File: config.mk
export PLATFORM = sky130hd
export DESIGN_NAME = regfile_wb_arbiter
export DESIGN_NICKNAME = d
export VERILOG_FILES = /design/src/rtl/regfile_wb_arbiter_pkg.sv /design/src/rtl/regfile_wb_arbiter_wb_rr_arb.sv /design/src/rtl/regfile_wb_arbiter.sv
export SDC_FILE = /design/constraint.sdc
export NUM_CORES = 1
export LEC_CHECK = 0
export CAP_MARGIN = 20
export CORE_MARGIN = 4
export CORE_UTILIZATION = 40
export DETAILED_ROUTE_END_ITERATION = 16
export PLACE_DENSITY_LB_ADDON = 0.2
export SETUP_SLACK_MARGIN = 0.4
export SYNTH_ARGS = -nofsm -noshare
export SYNTH_HDL_FRONTEND = slang
export SYNTH_SLANG_ARGS = --single-unit
File: constraint.sdc
create_clock -name clk -period 8.5 [get_ports clk]
set_input_delay 1.7 -clock clk [delete_from_list [all_inputs] [get_ports clk]]
set_output_delay 1.7 -clock clk [all_outputs]
set_load 0.005 [all_outputs]
File: src/rtl/regfile_wb_arbiter_pkg.sv
// Shared sizes and the round-robin source encoding for the regfile write-back path.
package regfile_wb_arbiter_pkg;

    localparam int REG_ADDR_SIZE = 5;
    localparam int REG_DATA_SIZE = 32;
    localparam int REG_SIZE      = 32;

    // rr_ptr encoding: which requester holds priority when both ask at once
    typedef enum logic {
        WB_SRC_ALU = 1'b0,
        WB_SRC_LSU = 1'b1
    } wb_src_e;

    function automatic wb_src_e other_src(input wb_src_e src);
        return (src == WB_SRC_ALU) ? WB_SRC_LSU : WB_SRC_ALU;
    endfunction

endpackage

File: src/rtl/regfile_wb_arbiter_wb_rr_arb.sv
// Two-input round-robin arbiter: an uncontested requester is always ready,
// and a contested cycle goes to whichever side rr_ptr names.
module wb_rr_arb
    import regfile_wb_arbiter_pkg::*;
(
    input  logic    clk,
    input  logic    reset_n,
    input  logic    a_valid,
    input  logic    b_valid,
    output logic    a_ready,
    output logic    b_ready,
    output logic    grant_valid,
    output wb_src_e grant_src
);

    wb_src_e rr_ptr;
    logic    a_xfer;
    logic    b_xfer;

    always_comb begin
        a_ready     = !b_valid || (rr_ptr == WB_SRC_ALU);
        b_ready     = !a_valid || (rr_ptr == WB_SRC_LSU);
        a_xfer      = a_valid && a_ready;
        b_xfer      = b_valid && b_ready;
        grant_valid = a_xfer || b_xfer;
        grant_src   = b_xfer ? WB_SRC_LSU : WB_SRC_ALU;
    end

    // Any transfer hands priority to the other side, even when uncontested
    always_ff @(posedge clk or negedge reset_n) begin
        if (!reset_n) begin
            rr_ptr <= WB_SRC_ALU;
        end else if (grant_valid) begin
            rr_ptr <= other_src(grant_src);
        end
    end

endmodule

File: src/rtl/regfile_wb_arbiter.sv
// Regfile write-port owner: arbitrates ALU/LSU write-back into one registered
// write and keeps the per-GPR busy scoreboard used by decode for hazard stalls.
module regfile_wb_arbiter
    import regfile_wb_arbiter_pkg::*;
#(
    parameter int ADDR_W = REG_ADDR_SIZE,
    parameter int DATA_W = REG_DATA_SIZE,
    parameter int NREG   = REG_SIZE
) (
    input  logic              clk,
    input  logic              reset_n,
    input  logic              a_valid,
    input  logic [ADDR_W-1:0] a_addr,
    input  logic [DATA_W-1:0] a_data,
    output logic              a_ready,
    input  logic              b_valid,
    input  logic [ADDR_W-1:0] b_addr,
    input  logic [DATA_W-1:0] b_data,
    output logic              b_ready,
    output logic              wr_enable,
    output logic [ADDR_W-1:0] wr_addr,
    output logic [DATA_W-1:0] wr_data,
    input  logic              issue_valid,
    input  logic [ADDR_W-1:0] issue_addr,
    output logic              issue_ready,
    input  logic [ADDR_W-1:0] chk_addr_1,
    output logic              busy_1,
    input  logic [ADDR_W-1:0] chk_addr_2,
    output logic              busy_2,
    input  logic              flush
);

    logic              grant_valid;
    wb_src_e           grant_src;
    logic [ADDR_W-1:0] sel_addr;
    logic [DATA_W-1:0] sel_data;
    logic [NREG-1:0]   busy;
    logic [NREG-1:0]   busy_next;

    wb_rr_arb u_arb (
        .clk         (clk),
        .reset_n     (reset_n),
        .a_valid     (a_valid),
        .b_valid     (b_valid),
        .a_ready     (a_ready),
        .b_ready     (b_ready),
        .grant_valid (grant_valid),
        .grant_src   (grant_src)
    );

    always_comb begin
        sel_addr = (grant_src == WB_SRC_LSU) ? b_addr : a_addr;
        sel_data = (grant_src == WB_SRC_LSU) ? b_data : a_data;
    end

    // Writes to x0 are accepted from the requester but never reach the regfile
    always_ff @(posedge clk or negedge reset_n) begin
        if (!reset_n) begin
            wr_enable <= 1'b0;
            wr_addr   <= '0;
            wr_data   <= '0;
        end else if (grant_valid && (sel_addr != '0)) begin
            wr_enable <= 1'b1;
            wr_addr   <= sel_addr;
            wr_data   <= sel_data;
        end else begin
            wr_enable <= 1'b0;
        end
    end

    always_comb begin
        issue_ready = !busy[issue_addr] || (issue_addr == '0);
        busy_1      = busy[chk_addr_1] && (chk_addr_1 != '0);
        busy_2      = busy[chk_addr_2] && (chk_addr_2 != '0);
    end

    // Later assignments win: commit clear, then issue set, then flush
    always_comb begin
        busy_next = busy;
        if (wr_enable) begin
            busy_next[wr_addr] = 1'b0;
        end
        if (issue_valid && issue_ready && (issue_addr != '0)) begin
            busy_next[issue_addr] = 1'b1;
        end
        if (flush) begin
            busy_next = '0;
        end
        busy_next[0] = 1'b0;
    end

    always_ff @(posedge clk or negedge reset_n) begin
        if (!reset_n) begin
            busy <= '0;
        end else begin
            busy <= busy_next;
        end
    end

endmodule

After elaboration in Yosys (flattened, before gate mapping)
Index checks and enable logic that the tools add are counted.
{"block": "totals", "regBits": 70, "out_inout_bits": 43, "word_cells": 54}
{"block": "classes", "magnitude_cmp": 6, "mux": 18, "n_bitwise": 4, "n_reduce_logical": 21}
{"op": "2-to-1 mux 32 bit", "count": 4}
{"op": "bitwise AND 32 bit", "count": 1}
{"op": "NOT 32 bit", "count": 1}
{"op": "bitwise OR 32 bit", "count": 1}
{"op": "less-than comparator 5 x 6 -> 1 bit, second input constant", "count": 4}
{"op": "nonzero test 5 bit", "count": 4}
{"op": "binary-select mux 1 bit (select 5 bit)", "count": 3}
{"op": "demux 1 bit (select 5 bit)", "count": 2}
{"op": ">= comparator 5 x 1 -> 1 bit, second input constant", "count": 2}
{"op": "logical AND 1 bit", "count": 9}
{"op": "2-to-1 mux 1 bit", "count": 8}
{"op": "zero test 5 bit", "count": 1}
{"op": "2-to-1 mux 5 bit", "count": 1}
{"op": "logical OR 1 bit", "count": 4}
{"op": "zero test 1 bit", "count": 3}
{"op": "NOT 1 bit", "count": 1}

Logic depth before layout (Yosys ltp)
{"block": "logic_depth", "word_depth": 10, "mapped_depth": 7}

Modules after synthesis
A second synthesis with hierarchy kept.
{"block": "hier_totals", "cells_unflattened": 362, "area_unflattened_um2": 4489.3}
{"module": "regfile_wb_arbiter", "instances": 1, "cells_per_inst": 356, "area_each_um2": 4424.2, "seq_area_each_um2": 1726.7}
{"module": "wb_rr_arb", "instances": 1, "cells_per_inst": 6, "area_each_um2": 65.1, "seq_area_each_um2": 25.0}

Worst setup path after synthesis
OpenSTA, ideal clock, no wires.
{"block": "synth_path", "path_kind": "input-to-output", "from": "input chk_addr_1[0]", "to": "output busy_1", "arrival_ps": 3391, "t_required_ps": 6800, "setup_slack_ps": 3409, "cell_stages": 4, "cell_sequence": "clkbuf_1 mux4_2 mux4_2 mux2_2"}
{"block": "synth_via", "elab_chain_cells": 3}
{"item": "from (decl)", "line_no": "regfile_wb_arbiter.sv:26", "text": "input logic [ADDR_W-1:0] chk_addr_1,"}
{"item": "binary-select mux 1 bit (select 5 bit)", "line_no": "regfile_wb_arbiter.sv:73", "text": "busy_1 = busy[chk_addr_1] && (chk_addr_1 != '0);"}
{"item": "2-to-1 mux 1 bit (not written as such)", "line_no": "regfile_wb_arbiter.sv:73"}
{"item": "logical AND 1 bit (*)", "line_no": "regfile_wb_arbiter.sv:73"}
{"item": "to (decl)", "line_no": "regfile_wb_arbiter.sv:27", "text": "output logic busy_1,"}
Mark *: on every way between the ends. The rest lies on a longest branch, timed or not. The select of a mux whose other input is x is not followed.

Final worst setup path
{"block": "layout_path", "from": "input issue_addr[0]", "to": "output issue_ready"}
{"block": "layout_via", "elab_chain_cells": 4}
{"item": "from (decl)", "line_no": "regfile_wb_arbiter.sv:24", "text": "input logic [ADDR_W-1:0] issue_addr,"}
{"item": "binary-select mux 1 bit (select 5 bit)", "line_no": "regfile_wb_arbiter.sv:72", "text": "issue_ready = !busy[issue_addr] || (issue_addr == '0);"}
{"item": "2-to-1 mux 1 bit (not written as such)", "line_no": "regfile_wb_arbiter.sv:72"}
{"item": "zero test 1 bit", "line_no": "regfile_wb_arbiter.sv:72"}
{"item": "logical OR 1 bit (*)", "line_no": "regfile_wb_arbiter.sv:72"}
{"item": "to (decl)", "line_no": "regfile_wb_arbiter.sv:25", "text": "output logic issue_ready,"}
Marks and branches as above.

==> flow_summary.ini <==
[route]
drt-pass1-iter-count = 4
routed_wirelength_um = 13000
met3_length_um = 1730
m1WireLength_um = 5250
vias = 3681
wl_per_cell_um = 20.8
drcViolationCount = 0
detail_route.iter0.violations = 168
drt-vias-per-instance = 5.89
number_of_routed_nets_with_antenna_violations = 0
met2WireLength_um = 5750
dr.max_layer_used = met4

[worst_setup_path]
cp-end-kind = output port
critical_path_arrival_ns = 4.68
timing.setup.critical_path_class = in -> out
worst_ep_required_time_ns = 6.80
rrSetupSlack_ns = 6.24
critPathLaunchType = input pin
worstPathMaxFanout = 24

[timing]
unrepaired_setup_endpoints_after_global_routing = no
finalCritPeriodShare_pct = 75.1
worst_slew_margin_rel_pct = 24.9
final_number_of_max_transition_violations = 0
final_setup_violation_count = 0
tns_ns = 0
finClkSkew_ns = 0.00936
hold_violations = 0
final.min_clock_period_ns = 6.38
worst-slew-pin-transition_ns = 1.12
final.setup.worst_slack_ns = 2.12
achievable-frequency_ghz = 0.157

[final_layout]
most_frequent_cells_in_the_layout = sky130_fd_sc_hd__clkdlybuf4s50_1 (136), sky130_fd_sc_hd__mux2_2 (74), sky130_fd_sc_hd__dfrtp_1 (70), sky130_fd_sc_hd__o41ai_1 (26), sky130_fd_sc_hd__nand2_1 (23)
mostFrequentLayoutCell = sky130_fd_sc_hd__clkdlybuf4s50_1
utilization_pct = 57.2
fin_nets = 580
final_layout_size_suffix_gt1_share_pct = 24.3
antennaDiodeCount = 0
synth_to_layout_area_growth_pct = 37.6

[pwr]
peakVddDrop_v = 0.0000956
sequential_cell_fraction_of_total_power_pct = 43.6
intPower_mw = 0.649
total_switching_power_mw = 0.261
p_leak_nw = 2.32
power.share.clock_pct = 27.1
switching_share_pct = 28.6
power-per-cell-area_mw_per_mm2 = 152
share_of_power_burned_in_combinational_logic_pct = 29.3

[synth]
syn_inst = 360
synthesis.area_per_instance_um2 = 12.1
synth_top_area_share_pct = 40.3
number_of_synthesized_flops_with_an_enable_pin = 0
synth_area_mm2 = 0.00435
synth.net_count = 455
synth_top_area_cell = sky130_fd_sc_hd__dfrtp_1
synth_sequential_area_ratio_pct = 40.3
async_set_or_reset_register_ratio_after_synthesis_pct = 100
synth_seq_cells = 70
synth_flop_type = sky130_fd_sc_hd__dfrtp_1
synthDistinctLibCells = 36
yosysWarnings = 0
top_cells_by_area_synth = sky130_fd_sc_hd__dfrtp_1 (40%), sky130_fd_sc_hd__mux2_2 (19%), sky130_fd_sc_hd__mux4_2 (9.8%), sky130_fd_sc_hd__o41ai_1 (5.4%), sky130_fd_sc_hd__nand3b_1 (3.8%)

[placement]
numPortBuffers = 137
gpl.final_weighted_congestion = 0.907
place_worst_setup_slack_ns = 2.13
dp_hpwl_um = 9630

[clock_network]
clock-sinks = 70
clock_tree.htree_level_count = 3
clock_tree_from_tritoncts = yes
worstSkewPairLatency_ns = 0.36
cts_buffers = 9
cts_hold_buffers = 0
post_cts_buffers = 0
root_buffer = sky130_fd_sc_hd__clkbuf_8
cts_resized = 0
clk_pin_slew_worst_paths_ns = 0.08
cts_max_path_buffers = 2

[die]
initial_util_pct = 41.6
die_width_um = 112
floorplan.core_area_mm2 = 0.0105
io_pins = 138
die_height_um = 112
num_rows = 37
area_of_the_die_mm2 = 0.0126

[flow_run]
max_cap_violations = 0

[grt]
grt_antenna_before_repair = 0
grt_start_max_net_pins = 71
globalRoute.totalOverflow = 0
grt_pass1_wl_um = 20500
grtUsageTotal_pct = 20.6
grt_pass1_vias = 3841

[run_status]
status = finished clean

[min_path]
holdCritPathClass = reg -> reg
Yosys cell counts (2+ instances only):
library cell and number:
sky130_fd_sc_hd__clkbuf_1 20, sky130_fd_sc_hd__nand3_1 6, sky130_fd_sc_hd__nor2b_1 19, sky130_fd_sc_hd__mux2i_1 5, sky130_fd_sc_hd__o211ai_1 2, sky130_fd_sc_hd__o41ai_1 27
sky130_fd_sc_hd__buf_6 3, sky130_fd_sc_hd__inv_1 3, sky130_fd_sc_hd__a2111oi_0 2, sky130_fd_sc_hd__or3_1 3, sky130_fd_sc_hd__nor2_1 5, sky130_fd_sc_hd__mux4_2 19
sky130_fd_sc_hd__buf_1 2, sky130_fd_sc_hd__nand2_1 23, sky130_fd_sc_hd__nand3b_1 22, sky130_fd_sc_hd__o31ai_1 4, sky130_fd_sc_hd__or4_1 2, sky130_fd_sc_hd__and3b_1 3
sky130_fd_sc_hd__mux4_1 4, sky130_fd_sc_hd__o21ai_0 17, sky130_fd_sc_hd__o221ai_1 2, sky130_fd_sc_hd__a21oi_1 4, sky130_fd_sc_hd__dfrtp_1 70, sky130_fd_sc_hd__nor3b_1 5
sky130_fd_sc_hd__a32o_1 2, sky130_fd_sc_hd__buf_2 3, sky130_fd_sc_hd__mux2_2 74
power by group through the flow:
stage               clock network [mW]  logic [mW]  registers, mW
finish                           0.247       0.266          0.397
global placement                     0       0.265          0.400
floorplan                            0       0.115          0.397
global route                     0.267       0.285          0.403
CTS                              0.251       0.269          0.397
detailed placement                   0       0.266          0.403
metrics by stage:
| stage | cell area, µm² | hold slack [ns] | total power [mW] | cells |
|---|---|---|---|---|
| global route | 5990 | 0.526 | 0.956 | 625 |
| finish | 5990 | 0.506 | 0.910 | 625 |
| detailed placement | 5810 | 0.491 | 0.669 | 610 |
| CTS | 5990 | 0.510 | 0.917 | 625 |
| global placement | 5810 | 0.483 | 0.665 | 610 |
| floorplan | 4350 | 0.464 | 0.512 | 360 |
area by class of cell:
| class | count | area (µm²) |
|---|---|---|
| fill | 917 | 4480 |
| sequential | 70 | 1750 |
| inverter | 3 | 11.3 |
| clock buffer | 11 | 151 |
| clock inverter | 4 | 22.5 |
| tap | 136 | 170 |
| multi-input combinational | 259 | 2480 |
| timing repair buffer | 142 | 1400 |
per-layer routing:
layer | global-route usage (%) | vias up
met2 | 30.8 | 192
met1 | 26.7 | 1805
li1 | - | 1661
met4 | 7.61 | 0
met3 | 9.06 | 23
met5 | 0 | -
sequential cells by signal, indices dropped and copies added, names as in the netlist:
name,count
wr_addr,5
wr_enable,1
u_arb.rr_ptr,1
busy,31
wr_data,32
logic make-up (layout without fill, tap and decap cells):
family	after synthesis	count (layout)	synth area share, %
multiplexers	102	102	32.5
flip-flops	70	70	40.3
AO/OA/AOI/OAI	64	64	11.3
buffers and inverters	31	160	3.28
AND/OR/NAND/NOR	93	93	12.6
worst max-delay path: stages:
cell and delay [ns]:
sky130_fd_sc_hd__clkdlybuf4s50_1 0.97, sky130_fd_sc_hd__mux4_1 0.66, sky130_fd_sc_hd__a32o_1 0.24, sky130_fd_sc_hd__a211o_4 0.43
sky130_fd_sc_hd__nor2_1 0.16, sky130_fd_sc_hd__clkdlybuf4s50_1 0.52
final timing paths:
path | endpoint | start | depth (start not counted)
worst max-delay path | issue_ready | issue_addr[0] | 6
worst min-delay path | u_arb.rr_ptr$_DFFE_PN0P_ | u_arb.rr_ptr$_DFFE_PN0P_ | 1
worst max register to register | busy[11]$_DFF_PN0_ | busy[30]$_DFF_PN0_ | 5
worst min register to register | u_arb.rr_ptr$_DFFE_PN0P_ | u_arb.rr_ptr$_DFFE_PN0P_ | 1
max in group asynchronous | busy[24]$_DFF_PN0_ | reset_n | 2
min in group asynchronous | wr_data[10]$_DFFE_PN0P_ | reset_n | 2
(Power assumes the default switching activity.)
